<file path="config.mk">
export PLATFORM = sky130hd
export DESIGN_NAME = fifo_sync_param
export DESIGN_NICKNAME = d
export VERILOG_FILES = /design/src/rtl/fifo_sync_param_pkg.sv /design/src/rtl/fifo_wrap_ptr.sv /design/src/rtl/fifo_sync_param.sv
export VERILOG_INCLUDE_DIRS = /design/src /design/src/rtl
export SDC_FILE = /design/constraint.sdc
export NUM_CORES = 1
export LEC_CHECK = 0
export ABC_AREA = 1
export BUFFER_PORTS_ARGS = -buffer_cell sky130_fd_sc_hd__buf_2
export CAP_MARGIN = 0
export CORE_MARGIN = 8
export CORE_UTILIZATION = 53
export CTS_CLUSTER_DIAMETER = 120
export DETAILED_ROUTE_END_ITERATION = 16
export GPL_TIMING_DRIVEN = 0
export PLACE_DENSITY = 0.75
export SYNTH_ARGS = -nofsm -noshare
export SYNTH_HDL_FRONTEND = slang
export SYNTH_HIERARCHICAL = 1
export SYNTH_SLANG_ARGS = --single-unit
</file>
<file path="constraint.sdc">
create_clock -name clk -period 1.9 [get_ports clk]
set_input_delay 0.38 -clock clk [delete_from_list [all_inputs] [get_ports clk]]
set_output_delay 0.38 -clock clk [all_outputs]
set_load 0.05 [all_outputs]
</file>
<file path="src/rtl/fifo_defs.vh">
// Shared defaults and width helper for the FIFO family.
`ifndef FIFO_DEFS_VH
`define FIFO_DEFS_VH

`define FIFO_DEFAULT_DATA_W 8
`define FIFO_DEFAULT_DEPTH  8

// Bits needed to index n distinct values; never less than one bit.
`define FIFO_CLOG2_W(n) (((n) < 2) ? 1 : $clog2(n))

`endif

</file>
<file path="src/rtl/fifo_sync_param_pkg.sv">
// Common types and defaults for the parametrised synchronous FIFO.
`include "fifo_defs.vh"

package fifo_sync_param_pkg;

    localparam int DEFAULT_DATA_W = `FIFO_DEFAULT_DATA_W;
    localparam int DEFAULT_DEPTH  = `FIFO_DEFAULT_DEPTH;

    // Transfer kind in one cycle, encoded as {read_accepted, write_accepted}.
    typedef enum logic [1:0] {
        XFER_IDLE = 2'b00,
        XFER_PUSH = 2'b01,
        XFER_POP  = 2'b10,
        XFER_BOTH = 2'b11
    } xfer_e;

endpackage

</file>
<file path="src/rtl/fifo_wrap_ptr.sv">
// Wrap-around index counter: counts 0..DEPTH-1 and returns to 0.
// The wrap is an explicit compare, so any DEPTH >= 2 works.
`include "fifo_defs.vh"

module fifo_wrap_ptr
    import fifo_sync_param_pkg::*;
#(
    parameter int  DEPTH = DEFAULT_DEPTH,
    localparam int PTR_W = `FIFO_CLOG2_W(DEPTH)
) (
    input  logic             clk,
    input  logic             rst,
    input  logic             inc,
    output logic [PTR_W-1:0] ptr
);

    // Advance on inc, wrapping from the last entry back to entry 0.
    always_ff @(posedge clk or posedge rst) begin
        if (rst) begin
            ptr <= '0;
        end else if (inc) begin
            if (ptr == PTR_W'(DEPTH - 1)) begin
                ptr <= '0;
            end else begin
                ptr <= ptr + PTR_W'(1);
            end
        end
    end

endmodule

</file>
<file path="src/rtl/fifo_sync_param.sv">
// Parametrised single-clock FIFO with occupancy count, full/empty/almost
// flags, sticky overflow/underflow and optional first-word-fall-through.
//
// Handshake: enable_write / enable_read are requests sampled at the rising
// edge. A write is accepted when the FIFO is not full, or when a read is
// accepted in the same cycle (the pop frees the slot the push uses). A read
// is accepted only when the FIFO is not empty; a write landing in the same
// cycle never satisfies it. Rejected requests have no effect on storage and
// raise the matching sticky flag. read_valid qualifies value_to_read: in
// registered mode it pulses for one cycle after each accepted read; in FWFT
// mode it is high whenever a head word is on display.
`include "fifo_defs.vh"

module fifo_sync_param
    import fifo_sync_param_pkg::*;
#(
    parameter int  DATA_W   = DEFAULT_DATA_W,
    parameter int  DEPTH    = DEFAULT_DEPTH,
    parameter int  AF_LEVEL = 6,
    parameter int  AE_LEVEL = 1,
    parameter bit  FWFT     = 1'b0,
    localparam int PTR_W    = `FIFO_CLOG2_W(DEPTH),
    localparam int CNT_W    = `FIFO_CLOG2_W(DEPTH + 1)
) (
    input  logic              clk,
    input  logic              rst,
    input  logic              enable_write,
    input  logic [DATA_W-1:0] value_to_write,
    input  logic              enable_read,
    output logic [DATA_W-1:0] value_to_read,
    output logic              read_valid,
    output logic              full,
    output logic              empty,
    output logic              almost_full,
    output logic              almost_empty,
    output logic [CNT_W-1:0]  count,
    output logic              overflow,
    output logic              underflow,
    input  logic              clear_errors
);

    logic [DATA_W-1:0] mem [DEPTH];
    logic [PTR_W-1:0]  wr_ptr;
    logic [PTR_W-1:0]  rd_ptr;
    logic [CNT_W-1:0]  count_q;
    logic              overflow_q;
    logic              underflow_q;

    logic  rd_accept;
    logic  wr_accept;
    logic  wr_reject;
    logic  rd_reject;
    xfer_e xfer;

    // Acceptance decode; flags come from the registered count only.
    assign rd_accept = enable_read && !empty;
    assign wr_accept = enable_write && (!full || rd_accept);
    assign wr_reject = enable_write && !wr_accept;
    assign rd_reject = enable_read && !rd_accept;
    assign xfer      = xfer_e'({rd_accept, wr_accept});

    assign full         = (count_q == CNT_W'(DEPTH));
    assign empty        = (count_q == '0);
    assign almost_full  = (count_q >= CNT_W'(AF_LEVEL));
    assign almost_empty = (count_q <= CNT_W'(AE_LEVEL));
    assign count        = count_q;
    assign overflow     = overflow_q;
    assign underflow    = underflow_q;

    fifo_wrap_ptr #(.DEPTH(DEPTH)) u_wr_ptr (
        .clk (clk),
        .rst (rst),
        .inc (wr_accept),
        .ptr (wr_ptr)
    );

    fifo_wrap_ptr #(.DEPTH(DEPTH)) u_rd_ptr (
        .clk (clk),
        .rst (rst),
        .inc (rd_accept),
        .ptr (rd_ptr)
    );

    // Storage write; contents are never reset, the pointers define validity.
    always_ff @(posedge clk) begin
        if (wr_accept) begin
            mem[wr_ptr] <= value_to_write;
        end
    end

    // Occupancy: push-only grows, pop-only shrinks, both or neither holds.
    always_ff @(posedge clk or posedge rst) begin
        if (rst) begin
            count_q <= '0;
        end else begin
            case (xfer)
                XFER_PUSH: count_q <= count_q + CNT_W'(1);
                XFER_POP:  count_q <= count_q - CNT_W'(1);
                default:   count_q <= count_q;
            endcase
        end
    end

    // Sticky error flags; a new error in the clearing cycle wins over the clear.
    always_ff @(posedge clk or posedge rst) begin
        if (rst) begin
            overflow_q  <= 1'b0;
            underflow_q <= 1'b0;
        end else begin
            overflow_q  <= (overflow_q  && !clear_errors) || wr_reject;
            underflow_q <= (underflow_q && !clear_errors) || rd_reject;
        end
    end

    generate
        if (FWFT) begin : g_fwft
            // Head word shown combinationally; zero while nothing is stored.
            always_comb begin
                value_to_read = '0;
                if (!empty) begin
                    value_to_read = mem[rd_ptr];
                end
            end
            assign read_valid = !empty;
        end else begin : g_reg
            logic [DATA_W-1:0] rd_data_q;
            logic              rd_valid_q;

            // Registered read: load the head on an accepted read, hold otherwise.
            always_ff @(posedge clk or posedge rst) begin
                if (rst) begin
                    rd_data_q  <= '0;
                    rd_valid_q <= 1'b0;
                end else begin
                    rd_valid_q <= rd_accept;
                    if (rd_accept) begin
                        rd_data_q <= mem[rd_ptr];
                    end
                end
            end

            assign value_to_read = rd_data_q;
            assign read_valid    = rd_valid_q;
        end
    endgenerate

endmodule

</file>
After elaboration in Yosys (flattened, before gate mapping)
Memory sizes are Yosys's and may differ from the RTL's. A register that Yosys moved wholly into a read port is not among the register bits.
Cells that the tools add are included.

word-level totals
  bits in read-only memories = 0
  bits in latches = 0
  register bits after elaboration = 13
  output and inout bits = 19
  RAM bits = 64
  bits of input ports = 13
  memories = 1

cells by class
  equal/unequal tests = 5
  div/mod/pow operators = 0
  multiplexer cells = 5
  multipliers = 0
  shifts and indexed selects = 0
  $add $sub $neg = 4
  bitwise operators = 0
  reduce and logical (&&, ||, !) cells = 16
  magnitude comparators = 2

memories
  name  depth  width  read ports  clocked after memory_dff  wr ports  line                   text
  mem   8      8      1           1                         1         fifo_sync_param.sv:42  logic [DATA_W-1:0] mem [DEPTH];

operators with widths
  operator               number
  $pmux W4 S2            1
  $add A3 B1 Y3 const B  2
  $eq A3 B3 Y1 const B   2
  $logic_and A1 B1 Y1    6
  $mux W3                2
  $logic_not A1 Y1       5
  $add A4 B1 Y4 const B  1
  $eq A4 B4 Y1 const B   1
  $ge A4 B3 Y1 const B   1
  $le A4 B1 Y1 const B   1
  $logic_not A4 Y1       1
  $sub A4 B1 Y4 const B  1
  $logic_or A1 B1 Y1     3
  $eq A2 B1 Y1 const B   1
  $eq A2 B2 Y1 const B   1
  $mux W1                2
  $reduce_bool A2 Y1     1

Logic depth before layout (Yosys ltp)
Gate-level depths: netlist of the first run.

  depth after elaboration = 8
  depth in mapped cells = 13
  mapped depth without buffers = 13

Modules after synthesis
Netlist of the first run, hierarchy kept.

by module, submodules not included
  module           times used  area each (um^2)  cells an instance  sequential area each (um^2)
  fifo_sync_param  1           3524.6            349                2297.2
  fifo_wrap_ptr    2           150.1             18                 75.1

Least setup slack after synthesis of the first run
No wires, ideal clock.

  path kind = reg-to-reg
  start point = register count_q[1], in the netlist count[1]
  end point = register count_q[2], in the netlist count[2]
  setup slack = -0.644 ns
  data required time = 1.780 ns
  data arrival time = 2.424 ns
  buffers on the path = 0
  cell stages (with the launch flop) = 12
  path through = dfrtp_1 > inv_1 > ha_1 > inv_1 > nor3_4 > a21oi_4 > inv_2 > ha_1 > a21oi_1 > o21ai_1 > xor2_1 > inv_1

between the ends
  elaborated cells on any way between the ends = 13
  classes of those cells = add/sub: 2; eq/ne: 3; mux: 1; reduce/logical: 7

RTL lines
  what                                               line                   text
  start: declaration                                 fifo_sync_param.sv:45  logic [CNT_W-1:0] count_q;
  start signal: assignment                           fifo_sync_param.sv:97  XFER_PUSH: count_q <= count_q + CNT_W'(1);
  start signal: assignment                           fifo_sync_param.sv:98  XFER_POP: count_q <= count_q - CNT_W'(1);
  start signal: assignment                           fifo_sync_param.sv:99  default: count_q <= count_q;
  $eq A4 B4 Y1 (*)                                   fifo_sync_param.sv:62  assign full = (count_q == CNT_W'(DEPTH));
  named net full                                     fifo_sync_param.sv:32  output logic full,
  $logic_not A1 Y1 (*)                               fifo_sync_param.sv:57  assign wr_accept = enable_write && (!full || rd_accept);
  $logic_or A1 B1 Y1 (*)                             fifo_sync_param.sv:57
  $logic_and A1 B1 Y1 (*)                            fifo_sync_param.sv:57
  named net wr_accept                                fifo_sync_param.sv:50  logic wr_accept;
  $eq A2 B2 Y1 or $eq A2 B1 Y1 (tied branches)       fifo_sync_param.sv:96  case (xfer)
  $pmux W4 S2 or $reduce_bool A2 Y1 (tied branches)  --

Mark *: on every way through the listed nets, which the timed path passes. The rest lies on a longest branch.
A chain may end at the register's enable or synchronous reset.

Worst setup path in the final report of the first run
  start point = register count_q[1], in the netlist count[1]
  end point = output port full

between the ends
  longest elaborated chain between the ends = 1

RTL lines
  what              line
  $eq A4 B4 Y1      fifo_sync_param.sv:62
  end: declaration  fifo_sync_param.sv:32

No other way between the ends.

==> results of run 1 <==
synthesized netlist by cell type, drive strengths merged:
library cell  instances
o21ai                 3
xnor2                 2
nand4                 1
edfxtp               64
a21oi                 2
inv                  75
xor2                  1
nor2                 13
nor3                  2
buf                  10
dfrtp                21
clkbuf                1
ha                    9
o22ai                 2
nand2               127
nand3                52
metrics by stage:
stage	std cells	total power, mW	setup WS [ns]	setup TNS, ns
6_report	546	7.21	0.0220	0
5_1_grt	546	7.62	-0.0676	-0.0902
4_1_cts	546	7.17	0.00672	0
3_5_place_dp	515	5.66	-0.276	-13.40
3_3_place_gp	515	5.55	-0.234	-10.89
2_1_floorplan	385	4.88	-0.400	-15.21
power breakdown:
part           switching (mW)  internal (mW)
Combinational            2.28           1.02
Clock                   0.650          0.611
Sequential              0.244           2.41
worst max-delay path: cells and delay by family, from the launching register on:
| family | cells | cell delay [ns] |
|---|---|---|
| fa+ha+maj | 1 | 0.16 |
| buf+inv | 3 | 0.34 |
| flops | 1 | 0.45 |
| simple gates | 1 | 0.20 |
cell type report:
class	instances	share of cell area [%]
Multi-Input combinational cell	214	24.6
Buffer	11	1.33
Clock buffer	10	2.78
Inverter	75	6.40
Sequential cell	85	53.3
Timing Repair Buffer	46	7.49
Tap cell	99	2.70
Clock inverter	6	1.39
state kept, by name, summed over array words and instances (netlist names):
| register | flops |
|---|---|
| u_rd_ptr/ptr | 3 |
| count | 4 |
| value_to_read | 8 |
| overflow | 1 |
| read_valid | 1 |
| u_wr_ptr/ptr | 3 |
| underflow | 1 |
| mem | 64 |
metal layers:
metal	part of all wire [%]	vias up	wire length [um]
li1	-	1336	-
met1	41	1321	3490
met2	50	116	4260
met3	7.7	19	660
met4	2.1	0	178
met5	0	-	0
logic make-up after synthesis:
| kind of cell | count (synthesis) | share of synthesized area (%) |
|---|---|---|
| simple gates | 195 | 21.9 |
| buf+inv | 86 | 9.16 |
| flops | 85 | 64.0 |
| fa+ha+maj | 9 | 2.94 |
| compound gates | 7 | 1.28 |
| xor+xnor | 3 | 0.687 |
cell usage in the layout (no fill, tap or decap), types with 2 or more instances in the layout:
cell and count:
inv_1 63, buf_4 13, nand3_1 52, o21ai_1 2, dfrtp_1 19, o22ai_1 2, buf_2 35, inv_2 8
dfrtp_2 2, ha_4 2, nor2_1 2, clkinv_2 2, buf_12 5, ha_1 7, clkbuf_8 9, inv_4 3
nand2_2 2, clkbuf_1 2, xnor2_1 2, edfxtp_1 64, nand2_1 124, nor2_4 9
worst max path at each step:
stage	cells past startpoint	end	from	slack, ns
after floorplan	11	count[2]	count[1]	-0.40
after detailed placement	7	mem[6][2]	count[0]	-0.28
final	5	full	count[1]	0.02
after global routing	5	full	count[1]	-0.07
after global placement	7	mem[6][2]	count[0]	-0.23
after CTS	5	full	count[1]	0.007
timing repair:
item	in CTS	in global routing
hold buffers	1	0
pin swaps	10	1
endpoints found under the setup margin	67	6
endpoints found under the hold margin	6	0
buffers inserted	14	0
cloned	0	0
resized for setup	15	1
==> reports/metrics.cfg, run 1 <==
[sta]
fin_skew_ns=0.0147
maxSlewHeadroom_pct=54.9
worstMarginPinSlew_ns=0.676
hold_ws_ns=0.188
hold_viol=0
rsz0062_at_grt=true
max_freq_mhz=532
period_needed_ns=1.88
fin_crit_sh_pct=98.8
slew_violations=0
setup_violations=0

[critical_path]
reg2reg_depth=8
critPathSlowestCell=dfrtp_2
critPathMaxFanout=5
reg2reg_setup_slack_ns=0.07
rr_endpoint=mem[6][2]
end_kind=output pin
cp_common_cell=inv_4
max_stage_delay_ns=0.45
start_kind=flop
worst-setup-path-type=flop to output pin
crit_required_ns=1.52
crit-reg2reg-launch=count[1]
crit_arrival_ns=1.50
path_cells=inv_4 > ha_4 > inv_4 > nor3_4 > buf_6

[grt]
grt-ovfl-total=0
grt-busiest-layer=met2
grt_pass1_wl_um=13400
gr-usage-all-layers_pct=17.9
antenna_found_initial=0
grt_pass1_vias=2718
grt_util_met1_pct=21.2
grt_max_degree=16
grtUsageMet2_pct=28.7
global_route.usage.met3_pct=4.90

[synth]
synth_cell_type_count=26
syn-num-nets=407
yosys_warnings=6
yosysSeqAreaShare_pct=64.0
synthesis.area_sq_um=3820
synth_area_per_cell_sq_um=9.93
synth_area_leaders=edfxtp_1, dfrtp_1, nand2_1
synth_cells=385
ys_seq_elements=85
yosys.area.top_type=edfxtp_1
synth_top_area_share_pct=50.2

[final_layout]
drive_above_1_share_pct=22.8
final_cell_area_sq_um=4590
multiInputGateArea_sq_um=1130
nFillCells=556
diodes=0
areaGrowthSynthToFinish_pct=20.1
seqCellArea_sq_um=2450
nets=464
finalCoreUtilization_pct=64.4

[drt]
dr.pass1.iters=6
vias=2792
drc_errors=0
wl_um=8590
routedWlPerCell_um=15.7
drtIter0Drc=207
antenna_left=0
vias_per_cell=5.11

[clocking]
clk_pin_slew_ns=0.09
root_buffer=clkbuf_8
clock_path_buffers=2
cts_sinks=85
clk-insertion-delay-late_ns=0.36
cts_tree=built
cts_inserted_buffers=9
htree_levels=3

[job]
maxCapViolCount=0

[placement]
placed_area_sq_um=4160
dp_hpwl_um=5260
place_congestion=0.844
io_buffers=31

[hold_path]
min_path_cells=2
hold_start=clear_errors
hold_class=input pin to flop
hold_end=overflow

[die]
die_w_um=101
core_area_sq_um=7140
io_pins=32
fp.dieH_um=101
rows=31
initial_core_util_pct=53.6
design.die.area_sq_um=10200

[run_status]
status=finished clean

[power_and_ir_drop]
power_density_nw_per_um2=1570
vdd_drop_max_v=0.000658
p_leak_nw=2.13

Power figures use the tool's default switching activity.
==> run 2: changes to the inputs <==
SYNTH_HIERARCHICAL = default   (was 1)
==> run 2 against run 1 <==
The run now ends with setup timing left; count of clock-buffer cells in the layout is 1 lower; global-route usage is essentially flat; synthesized area fell by 0.43%; sequential cell count unchanged; clock power is essentially flat; fmax fell by 2.8%; die area shrank 0.36%.
==> reports/metrics.cfg, run 2 <==
[sta]
worstMarginPinSlew_ns=0.776
rsz0062_at_grt=true
setup_ws_ns=-0.0316
maxSlewHeadroom_pct=48.2
max_freq_mhz=518
fin_skew_ns=0.0133
hold_viol=0
slew_violations=0
period_needed_ns=1.93
fin_crit_sh_pct=102
setup_violations=1

[synth]
synth_edf_count=64
synthesis.area_sq_um=3810
yosys_warnings=0
synth_cells=378
post-synth-top-count-cell=nand2_1
synth_area_leaders=edfxtp_1, dfrtp_1, nand2_1
ys_seq_elements=85
synth_area_per_cell_sq_um=10.1
ys_async_sr_fraction_pct=24.7
yosys.area.top_type=edfxtp_1
ys_top_cells_by_count=nand2_1, inv_1, edfxtp_1, nand3_1, dfrtp_1
synth_cell_type_count=26
synth_ff_type=edfxtp_1
syn-num-nets=400
yosysSeqAreaShare_pct=64.3
synth_top_area_share_pct=50.5

[final_layout]
drive_above_1_share_pct=24.2
nFillCells=533
diodes=0
nets=460
top_register=mem
largest_register_ffs=64
finalCoreUtilization_pct=65.5
final_cell_mix=nand2_1, inv_1, edfxtp_1, nand3_1, buf_2
seqCellArea_sq_um=2450
final_cell_area_sq_um=4650
final_common_cell=nand2_1
multiInputGateArea_sq_um=1150
areaGrowthSynthToFinish_pct=22.0

[die]
die_w_um=101
fp.dieH_um=101
design.die.area_sq_um=10200
initial_core_util_pct=53.7
io_pins=32
core_area_sq_um=7100
rows=31

[drt]
dr.pass1.iters=5
vias_per_cell=5.01
wl_um=8560
drtIter0Drc=215
antenna_left=0
vias=2714
routedWlPerCell_um=15.8
drc_errors=0

[clocking]
root_buffer=clkbuf_8
clk_pin_slew_ns=0.09
cts_sinks=85
clock_path_buffers=2
cts_tree=built
clk-insertion-delay-late_ns=0.36
hold_buffers=0
cts_inserted_buffers=9
htree_levels=3

[critical_path]
crit_arrival_ns=1.55
start_kind=flop
reg2reg_setup_slack_ns=0.06
rr_endpoint=count[2]
reg2reg_depth=11
critPathMaxFanout=3
end_kind=output pin
crit_required_ns=1.52
crit-reg2reg-launch=count[0]
worst-setup-path-type=flop to output pin
startpoint=count[0]

[job]
maxCapViolCount=0

[placement]
place_congestion=0.791
dp_hpwl_um=5190
placed_area_sq_um=4160
io_buffers=31

[grt]
grt_pass1_wl_um=13300
grt_pass1_vias=2585
grt-ovfl-total=0
grt_max_degree=22
antenna_found_initial=0
gr-usage-all-layers_pct=17.9

[run_status]
violations=setup timing
status=finished with violations

[power_and_ir_drop]
power_density_nw_per_um2=1570
internal-power_mw=4.10
p_clk_share_pct=17.5
vdd_drop_max_v=0.000690
combPwrFrac_pct=46.5
seq_power_share_pct=36.0
switching_share_pct=43.6
p_switching_mw=3.17
p_leak_nw=2.11

[hold_path]
hold_class=input pin to asynchronous set/reset pin

run 2: cell types whose count changed after synthesis, moves of 2 or more:
| cell | change |
|---|---|
| inv_2 | -4 |
| nand2_1 | -12 |
| o21ai_0 | +7 |
| o21ai_1 | -2 |
| nand2_2 | +2 |
run 2: critical path: stages, from the launching register on:
cell and delay, ns:
dfrtp_2 0.43, inv_4 0.08, ha_4 0.14, inv_4 0.05, nor3_4 0.21, buf_6 0.15
buf_8 0.14
run 2: layer usage:
layer | wire (um) | vias to the layer above | track usage (%) | part of all wire, %
li1 | - | 1331 | - | -
met2 | 4230 | 98 | 28.7 | 49
met5 | 0 | - | 0 | 0
met4 | 238 | 0 | 9.42 | 2.8
met3 | 519 | 18 | 3.38 | 6.1
met1 | 3580 | 1267 | 22.3 | 42
run 2: logic make-up after synthesis:
logic type                 count (synthesis)  share of synthesized area (%)
and+or+nand+nor                          184                           21.1
DFF                                       85                           64.3
buffers and inverters                     83                           9.00
AOI/OAI and AO/OA                         14                           2.04
adders and majority gates                  9                           2.96
xor gates and xnor gates                   3                          0.690
run 2: repair_timing:
action	4_1_cts	5_1_grt
setup endpoints to repair	67	9
buffers inserted	14	4
resized for setup	12	10
pin swaps	9	5
run 2: how the worst max path moves through the flow:
| stage | to | slack [ns] | cells past startpoint |
|---|---|---|---|
| after floorplan | count[2] | -0.38 | 11 |
| after global placement | mem[1][3] | -0.18 | 7 |
| after detailed placement | mem[7][6] | -0.24 | 7 |
| after CTS | count[2] | 0.01 | 11 |
| after global routing | count[2] | -0.12 | 11 |
| final | full | -0.03 | 6 |
run 2: power groups by stage:
stage | logic (mW) | registers (mW) | clock network (mW)
5_1_grt | 3.68 | 2.66 | 1.35
4_1_cts | 3.27 | 2.60 | 1.28
3_5_place_dp | 2.98 | 2.67 | 0
2_1_floorplan | 1.75 | 3.13 | 0
3_3_place_gp | 2.92 | 2.65 | 0
6_report | 3.39 | 2.62 | 1.27
run 2: metrics by stage:
stage	hold WS, ns	instances	setup slack [ns]	setup TNS (ns)	power [mW]
floorplan	0.356	378	-0.382	-13.03	4.88
finish	0.144	542	-0.0316	-0.0316	7.27
global placement	0.458	508	-0.183	-9.06	5.57
CTS	0.177	538	0.0113	0	7.15
detailed placement	0.463	508	-0.235	-11.97	5.64
global route	0.221	542	-0.117	-0.329	7.69
run 2: area by class of cell:
class / instances / share of cell area (%)
Clock buffer: 9 / 2.67
Sequential cell: 85 / 52.7
Timing Repair Buffer: 49 / 8.08
Buffer: 12 / 1.64
Tap cell: 99 / 2.67
Clock inverter: 7 / 1.62
Inverter: 71 / 5.90
Multi-Input combinational cell: 210 / 24.7
==> run 3: changes to the inputs <==
CORE_UTILIZATION = 31   (was 53)
PLACE_DENSITY = default   (was 0.75)
==> run 3 against run 2 <==
The run now ends clean; fmax rose by 2.7%; non-clock buffer count fell by 2; final area rose by 2.9%; sequential power barely moved; wire length fell by 0.13%; power rose by 6.6%; count of clock-buffer cells in the layout rose by 4; critical path type unchanged; highest routed layer unchanged; via count fell by 2.2%; clock skew fell by 0.0054 ns.
==> reports/metrics.cfg, run 3 (same netlist as run 2, synthesis figures left out) <==
[run_status]
status=finished clean

[drt]
vias=2654
routedWlPerCell_um=14.5
drc_errors=0
dr.pass1.iters=5
wl_um=8550
vias_per_cell=4.51
drtIter0Drc=192
antenna_left=0

[final_layout]
final_cell_area_sq_um=4780
multiInputGateArea_sq_um=1130
diodes=0
final_cell_mix=nand2_1, inv_1, edfxtp_1, nand3_1, buf_2
nFillCells=1153
top_register=mem
nets=458
areaGrowthSynthToFinish_pct=25.6
finalCoreUtilization_pct=39.8
seqCellArea_sq_um=2450
largest_register_ffs=64
final_common_cell=nand2_1
drive_above_1_share_pct=23.6

[critical_path]
worst-setup-path-type=flop to output pin
max_stage_delay_ns=0.43
startpoint=count[0]
crit_path_end=full
crit_required_ns=1.52
critPathMaxFanout=3
end_kind=output pin
reg2reg_depth=11
crit-reg2reg-launch=count[0]
path_cells=inv_4 > ha_4 > inv_6 > nor3_4 > buf_6
rr_endpoint=count[2]
reg2reg_setup_slack_ns=0.04
critPathSlowestCell=dfrtp_2
crit_arrival_ns=1.50
start_kind=flop

[placement]
place_congestion=0.805
io_buffers=31
placed_area_sq_um=4220
dp_hpwl_um=5690

[clocking]
cts_inserted_buffers=9
htree_levels=3
root_buffer=clkbuf_16
cts_sinks=85
clk-insertion-delay-late_ns=0.34
cts_tree=built
clock_path_buffers=2
clk_pin_slew_ns=0.07

[power_and_ir_drop]
vdd_drop_max_v=0.000604
p_total_mw=7.75
p_leak_nw=2.15
power_density_nw_per_um2=1620

[hold_path]
hold_class=input pin to asynchronous set/reset pin

[sta]
period_needed_ns=1.88
slew_violations=0
finalSetupTns_ns=0
max_freq_mhz=531
rsz0062_at_grt=true
hold_viol=0
hold_ws_ns=0.183
fin_crit_sh_pct=99.0
setup_violations=0
worstMarginPinSlew_ns=0.796
fin_skew_ns=0.00788
maxSlewHeadroom_pct=46.9

[die]
core_area_sq_um=12000
fp.dieH_um=127
design.die.area_sq_um=16100
rows=40
initial_core_util_pct=31.7
die_w_um=127
io_pins=32

[grt]
grt_pass1_vias=2592
gr-usage-all-layers_pct=11.1
grt-ovfl-total=0
antenna_found_initial=0
grt_pass1_wl_um=13600
grt_max_degree=22

[job]
maxCapViolCount=0

==> run 3: changes by cell type in the layout (fill, tap and decap cells not counted), sizes merged <==
cell,change
clkinvlp,-1
buf,-2
clkinv,-2
clkbuf,+4
inv,-1
==> run 3: timing repair <==
action / CTS / global route
setup buffers: 10 / 6
endpoints found under the hold margin: 0 / 0
gates resized for setup: 12 / 6
pin swaps: 9 / 5
setup endpoints to repair: 67 / 69
hold buffers: 0 / 0
==> run 3: how the worst min path moves through the flow <==
stage	startpoint	slack (ns)	to
detailed placement	value_to_read[4]	0.47	value_to_read[4]
global route	clear_errors	0.24	underflow
floorplan	rst	0.36	count[2]
global placement	value_to_read[0]	0.46	value_to_read[0]
finish	rst	0.18	read_valid
CTS	rst	0.22	count[2]
==> run 3: through the flow <==
stage | instances | setup WS [ns]
finish | 588 | 0.0185
global route | 588 | -0.0656
CTS | 582 | 0.000775
detailed placement | 556 | -0.281
global placement | 556 | -0.244
floorplan | 378 | -0.382
==> run 3: routing by layer <==
layer / wire length (um) / vias up / share of wire [%] / GRT usage [%]
met1: 3760 / 1256 / 44 / 13.8
met4: 154 / 0 / 1.8 / 4.62
met2: 4170 / 64 / 49 / 18.3
met3: 470 / 13 / 5.5 / 2.39
met5: 0 / - / 0 / 0
li1: - / 1321 / - / -
==> run 3: cell type report <==
class                           instances  area share, %
Clock buffer                           13           5.68
Timing Repair Buffer                   47           7.38
Buffer                                 12           1.60
Multi-Input combinational cell        210           23.7
Inverter                               71           5.73
Sequential cell                        85           51.2
Clock inverter                          3          0.890
Tap cell                              147           3.85
==> run 3: power by group <==
group          internal, mW  total, mW  switching [mW]
Clock                  1.13       1.83           0.695
Sequential             2.41       2.61           0.198
Combinational          1.06       3.32            2.26
Total                  4.60       7.75            3.15
==> run 3: critical path: cells and delay by family, from the launching register on <==
family | cells | cell delay, ns
fa+ha+maj | 1 | 0.16
simple gates | 1 | 0.25
flops | 1 | 0.43
buf+inv | 3 | 0.32
